`src/rtl/syscall_unit_if.sv`:
```
// Request/print bus between the processor, syscall_unit and the print consumer.
// master = processor/consumer side, slave = syscall_unit side.
interface syscall_unit_if #(
  parameter int unsigned DATA_WIDTH = 32,
  parameter int unsigned FIFO_DEPTH = 8
);
  localparam int unsigned CNT_W = $clog2(FIFO_DEPTH) + 1;

  logic                  issue_valid;
  logic                  issue_ready;
  logic [31:0]           instr_ID;
  logic [DATA_WIDTH-1:0] rs;
  logic [DATA_WIDTH-1:0] rt;
  logic [DATA_WIDTH-1:0] rd;
  logic                  rd_valid;
  logic                  print_valid;
  logic [DATA_WIDTH-1:0] print_data;
  logic                  print_ready;
  logic [CNT_W-1:0]      fifo_count;
  logic                  halt;

  modport master (
    output issue_valid, instr_ID, rs, rt, print_ready,
    input  issue_ready, rd, rd_valid, print_valid, print_data, fifo_count, halt
  );

  modport slave (
    input  issue_valid, instr_ID, rs, rt, print_ready,
    output issue_ready, rd, rd_valid, print_valid, print_data, fifo_count, halt
  );
endinterface

```
`src/rtl/syscall_unit.sv`:
```
// syscall_unit: clocked system-call controller with a FWFT display FIFO and a
// drain-then-delay exit sequence ending in a sticky halt.
// Optional macro SYSCALL_UNIT_TRACE_EN adds simulation-only print/$finish tracing.
// DATA_WIDTH/FIFO_DEPTH must match the parameters of the connected interface.
module syscall_unit #(
  parameter int unsigned DATA_WIDTH = 32,
  parameter int unsigned FIFO_DEPTH = 8,
  parameter int unsigned EXIT_DELAY = 5,
  parameter int unsigned SYSCALL_ID = 26
) (
  input  logic           clk,
  input  logic           reset,
  syscall_unit_if.slave  bus
);
  localparam int unsigned PTR_W = $clog2(FIFO_DEPTH);
  localparam int unsigned CNT_W = PTR_W + 1;
  localparam int unsigned DLY_W = (EXIT_DELAY > 1) ? $clog2(EXIT_DELAY) : 1;

  typedef enum logic [1:0] {S_IDLE, S_DRAIN, S_COUNT, S_HALTED} state_t;

  state_t                r_state;
  logic [DATA_WIDTH-1:0] r_mem [FIFO_DEPTH];
  logic [PTR_W-1:0]      r_wr_ptr;
  logic [PTR_W-1:0]      r_rd_ptr;
  logic [CNT_W-1:0]      r_count;
  logic [DLY_W-1:0]      r_delay;
  logic [DATA_WIDTH-1:0] r_rd;
  logic                  r_rd_valid;
  logic                  r_halt;

  logic w_empty;
  logic w_full;
  logic w_pop;
  logic w_issue_ready;
  logic w_accept;
  logic w_is_sys;
  logic w_push;
  logic w_exit;
  logic w_status;

  // Handshake and decode; a full FIFO still accepts when the head pops this cycle.
  assign w_empty       = (r_count == CNT_W'(0));
  assign w_full        = (r_count == CNT_W'(FIFO_DEPTH));
  assign w_pop         = !w_empty && bus.print_ready;
  assign w_issue_ready = (r_state == S_IDLE) && !(w_full && !w_pop);
  assign w_accept      = bus.issue_valid && w_issue_ready;
  assign w_is_sys      = w_accept && (bus.instr_ID == 32'(SYSCALL_ID));
  assign w_push        = w_is_sys && (bus.rs == DATA_WIDTH'(1));
  assign w_exit        = w_is_sys && (bus.rs == DATA_WIDTH'(2));
  assign w_status      = w_is_sys && (bus.rs == DATA_WIDTH'(3));

  assign bus.issue_ready = w_issue_ready;
  assign bus.print_valid = !w_empty;
  assign bus.print_data  = w_empty ? '0 : r_mem[r_rd_ptr];
  assign bus.fifo_count  = r_count;
  assign bus.rd          = r_rd;
  assign bus.rd_valid    = r_rd_valid;
  assign bus.halt        = r_halt;

  // FIFO storage; contents are don't-care while empty, so no reset.
  always_ff @(posedge clk) begin
    if (w_push) r_mem[r_wr_ptr] <= bus.rt;
  end

  // FIFO pointers, status result and the exit FSM.
  always_ff @(posedge clk) begin
    if (reset) begin
      r_state    <= S_IDLE;
      r_wr_ptr   <= '0;
      r_rd_ptr   <= '0;
      r_count    <= '0;
      r_delay    <= '0;
      r_rd       <= '0;
      r_rd_valid <= 1'b0;
      r_halt     <= 1'b0;
    end else begin
      if (w_push) r_wr_ptr <= r_wr_ptr + PTR_W'(1);
      if (w_pop)  r_rd_ptr <= r_rd_ptr + PTR_W'(1);
      case ({w_push, w_pop})
        2'b10:   r_count <= r_count + CNT_W'(1);
        2'b01:   r_count <= r_count - CNT_W'(1);
        default: r_count <= r_count;
      endcase

      r_rd_valid <= w_status;
      if (w_status) r_rd <= DATA_WIDTH'(r_count);

      case (r_state)
        S_IDLE: begin
          if (w_exit) r_state <= S_DRAIN;
        end
        S_DRAIN: begin
          // First empty cycle here starts the EXIT_DELAY-cycle countdown.
          if (w_empty) begin
            if (EXIT_DELAY <= 1) begin
              r_state <= S_HALTED;
              r_halt  <= 1'b1;
            end else begin
              r_delay <= DLY_W'(EXIT_DELAY - 1);
              r_state <= S_COUNT;
            end
          end
        end
        S_COUNT: begin
          // Leaving on the last count keeps the latency at exactly EXIT_DELAY.
          if (r_delay <= DLY_W'(1)) begin
            r_state <= S_HALTED;
            r_halt  <= 1'b1;
          end else begin
            r_delay <= r_delay - DLY_W'(1);
          end
        end
        default: begin
          r_halt <= 1'b1;
        end
      endcase
    end
  end

`ifdef SYSCALL_UNIT_TRACE_EN
  logic r_fin;

  // Simulation-only trace: print each popped value and end the run after halting.
  always_ff @(posedge clk) begin
    if (reset) begin
      r_fin <= 1'b0;
    end else begin
      if (w_pop) $display("%0d", bus.print_data);
      if (r_state == S_HALTED) r_fin <= 1'b1;
      if (r_fin) $finish;
    end
  end
`endif
endmodule
```
`src/flat_wrapper.sv`:
```
// flat-port wrapper written by rule: the top's interface ports become plain ports
module syscall_unit_flat 
#(
  parameter int unsigned DATA_WIDTH = 32,
  parameter int unsigned FIFO_DEPTH = 8,
  parameter int unsigned EXIT_DELAY = 5,
  parameter int unsigned SYSCALL_ID = 26
)
  (clk, reset, bus_issue_valid, bus_instr_ID, bus_rs, bus_rt, bus_print_ready, bus_issue_ready, bus_rd, bus_rd_valid, bus_print_valid, bus_print_data, bus_fifo_count, bus_halt);
  syscall_unit_if #(.DATA_WIDTH(DATA_WIDTH), .FIFO_DEPTH(FIFO_DEPTH)) bus_i ();
  input  logic clk;
  input  logic reset;
  input wire logic [$bits(bus_i.issue_valid)-1:0] bus_issue_valid;
  input wire logic [$bits(bus_i.instr_ID)-1:0] bus_instr_ID;
  input wire logic [$bits(bus_i.rs)-1:0] bus_rs;
  input wire logic [$bits(bus_i.rt)-1:0] bus_rt;
  input wire logic [$bits(bus_i.print_ready)-1:0] bus_print_ready;
  output wire logic [$bits(bus_i.issue_ready)-1:0] bus_issue_ready;
  output wire logic [$bits(bus_i.rd)-1:0] bus_rd;
  output wire logic [$bits(bus_i.rd_valid)-1:0] bus_rd_valid;
  output wire logic [$bits(bus_i.print_valid)-1:0] bus_print_valid;
  output wire logic [$bits(bus_i.print_data)-1:0] bus_print_data;
  output wire logic [$bits(bus_i.fifo_count)-1:0] bus_fifo_count;
  output wire logic [$bits(bus_i.halt)-1:0] bus_halt;
  assign bus_i.issue_valid = bus_issue_valid;
  assign bus_i.instr_ID = bus_instr_ID;
  assign bus_i.rs = bus_rs;
  assign bus_i.rt = bus_rt;
  assign bus_i.print_ready = bus_print_ready;
  assign bus_issue_ready = bus_i.issue_ready;
  assign bus_rd = bus_i.rd;
  assign bus_rd_valid = bus_i.rd_valid;
  assign bus_print_valid = bus_i.print_valid;
  assign bus_print_data = bus_i.print_data;
  assign bus_fifo_count = bus_i.fifo_count;
  assign bus_halt = bus_i.halt;
  syscall_unit #(.DATA_WIDTH(DATA_WIDTH), .FIFO_DEPTH(FIFO_DEPTH), .EXIT_DELAY(EXIT_DELAY), .SYSCALL_ID(SYSCALL_ID)) u_core (.clk(clk), .reset(reset), .bus(bus_i));
endmodule
```
`config.mk`:
```
export PLATFORM = sky130hd
export DESIGN_NAME = syscall_unit_flat
export DESIGN_NICKNAME = d
export VERILOG_FILES = /design/src/rtl/syscall_unit_if.sv /design/src/rtl/syscall_unit.sv /design/src/flat_wrapper.sv
export SDC_FILE = /design/constraint.sdc
export NUM_CORES = 1
export LEC_CHECK = 0
export BUFFER_PORTS_ARGS = -buffer_cell sky130_fd_sc_hd__buf_2
export CORE_ASPECT_RATIO = 0.75
export CORE_MARGIN = 2
export CORE_UTILIZATION = 59
export CTS_BUF_LIST = sky130_fd_sc_hd__clkbuf_8
export CTS_CLUSTER_SIZE = 40
export DETAILED_ROUTE_END_ITERATION = 16
export GPL_ROUTABILITY_DRIVEN = 0
export PLACE_DENSITY = 0.91
export SYNTH_ARGS = -nofsm -noshare
export SYNTH_HDL_FRONTEND = slang
export SYNTH_SLANG_ARGS = --single-unit
```
`constraint.sdc`:
```
create_clock -name clk -period 6.55 [get_ports clk]
set_clock_uncertainty 0.05 [all_clocks]
set_input_delay 0.9825 -clock clk [delete_from_list [all_inputs] [get_ports clk]]
set_output_delay 0.9825 -clock clk [all_outputs]
set_load 0.01 [all_outputs]
```
### After elaboration in Yosys (flattened, before gate mapping)

Memory sizes are Yosys's and may differ from the RTL's. A register that Yosys moved wholly into a read port is not among the register bits.
Cells that the tools add are included.

| word-level totals | value |
|---|---|
| output and inout port bits | 72 |
| flip-flop bits (word level) | 21 |
| memories | 1 |
| bits in writable memories | 256 |

| operators by class | value |
|---|---|
| muxes and demuxes | 15 |
| bitwise logic cells | 1 |
| reductions and logical operators | 20 |
| add/subtract/negate cells | 5 |
| eq/ne operators | 13 |
| order comparisons | 1 |

Memories:

| memory | depth | bits a word | rd ports | clocked after memory_dff | write ports | line | source |
|---|---|---|---|---|---|---|---|
| u_core.r_mem | 8 | 32 | 1 | 1 | 1 | syscall_unit.sv:22 | `logic [DATA_WIDTH-1:0] r_mem [FIFO_DEPTH];` |

Operator list:

| cell | count |
|---|---|
| 32-bit by 2-bit == test with 1-bit output, second input constant | 2 |
| 32-bit by 1-bit == test with 1-bit output, second input constant | 1 |
| 32-bit by 5-bit == test with 1-bit output, second input constant | 1 |
| 32-bit two-way mux | 1 |
| 3-bit two-way mux | 4 |
| 1-bit logical AND | 8 |
| 4-bit case mux with 2 select lines | 1 |
| 3-bit by 1-bit adder with 3-bit output, second input constant | 2 |
| 2-bit two-way mux | 3 |
| 2-bit by 1-bit != test with 1-bit output, second input constant | 3 |
| 2-bit case mux with 3 select lines | 1 |
| 3-bit case mux with 2 select lines | 1 |
| 4-bit by 1-bit adder with 4-bit output, second input constant | 1 |
| 2-bit by 1-bit == test with 1-bit output, second input constant | 2 |
| 2-bit == test, second input constant | 2 |
| 4-bit == test, second input constant | 1 |
| 4-bit logical NOT | 1 |
| 4-bit AND reduction | 1 |
| 2-bit nonzero test | 2 |
| 4-bit by 1-bit subtractor with 4-bit output, second input constant | 1 |
| 3-bit by 1-bit <= comparator with 1-bit output, second input constant | 1 |
| 1-bit logical NOT | 3 |
| 1-bit two-way mux | 3 |
| 3-bit AND reduction | 1 |
| 8 further kinds | 8 |

### Longest topological paths before layout

| logic depth | value |
|---|---|
| depth in word-level cells | 12 |
| mapped depth | 12 |

### Worst setup path before layout

No wires, ideal clock.

| timing path | value |
|---|---|
| kind | in2reg |
| from | input bus_instr_ID[11] |
| to | memory u_core.r_mem[0][0], enable pin |
| path buffers | 0 |
| arrival time | 5.189 ns |
| cell stages on the path | 5 |
| library setup time | 0.502 ns |
| setup slack | 0.810 ns |
| cells stage by stage | nor4_2 > nand4_2 > nor4_4 > nand2_2 > nor4_1 |

| between the ends | value |
|---|---|
| longest elaborated chain between the ends | 5 |

Ends and longest elaborated chain:

| item | line | source |
|---|---|---|
| start: declaration | flat_wrapper.sv:14 | `input wire logic [$bits(bus_i.instr_ID)-1:0] bus_instr_ID;` |
| 32-bit by 5-bit == test with 1-bit output | syscall_unit.sv:47 | `assign w_is_sys = w_accept && (bus.instr_ID == 32'(SYSCALL_ID));` |
| 1-bit logical AND | syscall_unit.sv:47 |  |
| 1-bit logical AND | syscall_unit.sv:48 | `assign w_push = w_is_sys && (bus.rs == DATA_WIDTH'(1));` |
| 1-bit two-way mux | syscall_unit.sv:62 | `if (w_push) r_mem[r_wr_ptr] <= bus.rt;` |
| 1-bit two-way mux (not written as such) | syscall_unit.sv:62 |  |
| end: declaration | syscall_unit.sv:22 |  |

No other way between the ends.

==> flow_metrics.tcl <==
set metrics [dict create \
    cts_setup_buffers 0 \
    num_rows 44 \
    ys.flop_type "edfxtp_1" \
    async_flop_share_pct 0 \
    design_area_um2 13200 \
    cts.path.max_buffers 3 \
    critPathLaunchType "register" \
    cp.required_ps 5520 \
    synthTopCellsByCount "edfxtp_1, mux4_2, nor2_1" \
    antenna_found_initial 4 \
    initial_core_util_pct 59.8 \
    cpPeakStageDelay_ps 1010 \
    ys_seq_elements 280 \
    overflow 0 \
    yosysUniqueCellTypes 56 \
    fmax_mhz 245 \
    cts_max_level 2 \
    vias_per_cell 5.71 \
    grt_start_max_net_pins 50 \
    worst_pin_slew_ps 986 \
    nFillCells 1203 \
    chipHeight_um 125 \
    critPathMaxFanout 49 \
    maxCapViolCount 0 \
    synth_edf_count 256 \
    power_uw 3290 \
    cts_resized 0 \
    post-route-drc-count 0 \
    outcome "finished clean" \
    portBuffers 143 \
    setup_violations 0 \
    rsz0062_at_grt "false" \
    clk-insertion-delay-late_ps 540 \
    area_growth_pct 14.7 \
    io_pins 172 \
    yosysMostFrequentCell "edfxtp_1" \
    p_leak_uw 0.00450 \
    cts.sinks 280 \
    totalWireLength_mm 22.9 \
    slew_headroom_pct 34.3 \
    synth_area_leader_cell "edfxtp_1" \
    place_inst 991 \
    fin_crit_sh_pct 62.3 \
    powerDensity_nw_per_um2 250 \
    cts-root-buf "clkbuf_8" \
    drive_gt1_share_pct 36.9 \
    grt_pass1_wl_mm 35.0 \
    multiInputGateArea_um2 3090 \
    ys_seq_area_share_pct 71.0 \
    synthCells 611 \
    avgSynthCellArea_um2 18.8 \
    dpl-instance-area_um2 12400 \
    first_global_vias 6285 \
    synth.top_cell.area_share_pct 66.9 \
    numCtsBuffers 41 \
    synth_area_um2 11500 \
    yosysWarningCount 0 \
    initialDrtViolationCount 505 \
    coreArea_um2 19200 \
    crit_slowest_cell "dfxtp_4" \
    gr-usage-all-layers_pct 22.8 \
    path_cells "buf_4, mux4_2, mux2i_1, nor2_1, buf_2" \
    hold_buffers 0 \
    fin_setup_tns_ps 0 \
    wl_per_cell_um 21.4 \
    final.min_clock_period_ps 4080 \
    hp-class "reg2reg" \
    nets 892 \
    dp_hpwl_mm 13.9 \
    hold_viol_final 0 \
    synth_area_leaders "edfxtp_1, mux4_2, dfxtp_1" \
    first_pass_iters 4 \
    worstPathArrival_ps 3050 \
    fin_cells 1068 \
    worstSetupPathType "reg2out" \
    vias 6103 \
    dieArea_um2 20600 \
    die_w_um 165 \
    cpLargestDelayFamily "flip-flops" \
    endpoint_kind "primary output" \
    path_clk_slew_ps 60 \
    cts_tree "yes" \
    ant_nets 0 \
    slew_violations 0 \
    vdd_drop_max_v 0.000256 \
    crit_buf_inv 2 \
    seq_area_um2 8170 \
]
[final timing paths]
path                            cells past startpoint  slack (ps)                startpoint                  end
worst min register to register                      2         410          u_core.bus.rd[0]     u_core.bus.rd[0]
worst min-delay path                                2         410          u_core.bus.rd[0]     u_core.bus.rd[0]
worst max-delay path                                5        2470                  register   bus_print_data[18]
worst max register to register                      5        2930  u_core.bus.fifo_count[1]  u_core.r_mem[4][17]
[cell families (layout without fill, tap and decap cells)]
| family | Yosys count | in the layout | share of synthesized area, % |
|---|---|---|---|
| DFF | 280 | 280 | 71.0 |
| and+or+nand+nor | 112 | 112 | 5.94 |
| muxes | 99 | 99 | 15.6 |
| buffers and inverters | 68 | 243 | 3.49 |
| AOI/OAI and AO/OA | 34 | 34 | 2.24 |
| adders and majority gates | 11 | 11 | 1.20 |
| xor gates and xnor gates | 6 | 6 | 0.457 |
| other | 1 | 30 | 0.0326 |
[placed cells by master, fill, tap and decap left out, types with 4 or more instances in the layout]
cell and count:
mux4_2 64, nor2_1 49, nor4_1 7, a21oi_1 15
nor4_2 10, clkbuf_8 42, buf_4 13, buf_2 143
inv_1 28, nand2_1 7, edfxtp_1 256, mux2i_1 34
ha_1 11, conb_1 28, o41ai_1 4, xor2_1 5
nand3_1 6, nand2b_1 5, dfxtp_1 21, clkinv_1 9
[state kept, by name (all words and copies together), names as in the netlist, named ones only]
signal / flops
u_core.r_rd_ptr: 3
u_core.bus.rd_valid: 1
u_core.r_mem: 256
u_core.r_state: 2
u_core.r_delay: 3
u_core.bus.halt: 1
u_core.r_wr_ptr: 3
u_core.bus.fifo_count: 4
u_core.bus.rd: 4
[power breakdown]
group          total [uW]  internal, uW   switching [uW]  leakage, uW
Sequential           1950          1950  0.0000000000515      0.00249
Combinational        63.8          23.7             40.1      0.00157
Clock                1280           640              641     0.000439
[per-stage QoR]
stage | worst slack (ps) | utilization [%] | hold WS, ps
6_report | 2470 | 68.7 | 408
5_1_grt | 2200 | 68.6 | 429
4_1_cts | 2350 | 68.6 | 412
3_5_place_dp | 2180 | 64.7 | 407
3_3_place_gp | 2280 | 64.7 | 399
2_1_floorplan | 810 | - | 418
[worst register-to-register path, stage by stage, from the launching register on]
cell	delay (ps)
dfxtp_1	690
o41ai_4	190
nor4_4	630
nand2_2	370
nor4_2	780
buf_4	530
[layout make-up]
cell class / count / share of cell area (%)
Sequential cell: 280 / 62.0
Multi-Input combinational cell: 290 / 23.4
Timing Repair Buffer: 156 / 6.17
Clock buffer: 42 / 4.38
Tap cell: 253 / 2.40
Clock inverter: 33 / 1.28
Inverter: 12 / 0.341
Antenna cell: 2 / 0.0379
[layer usage]
layer / share of wire (%) / wire length [um] / GRT usage (%)
met1: 41 / 9340 / 31.9
met2: 49 / 11300 / 36.7
met5: 0.12 / 27 / 0
met3: 8.4 / 1920 / 5.56
met4: 1.2 / 283 / 5.32
Power figures use the tool's default switching activity.
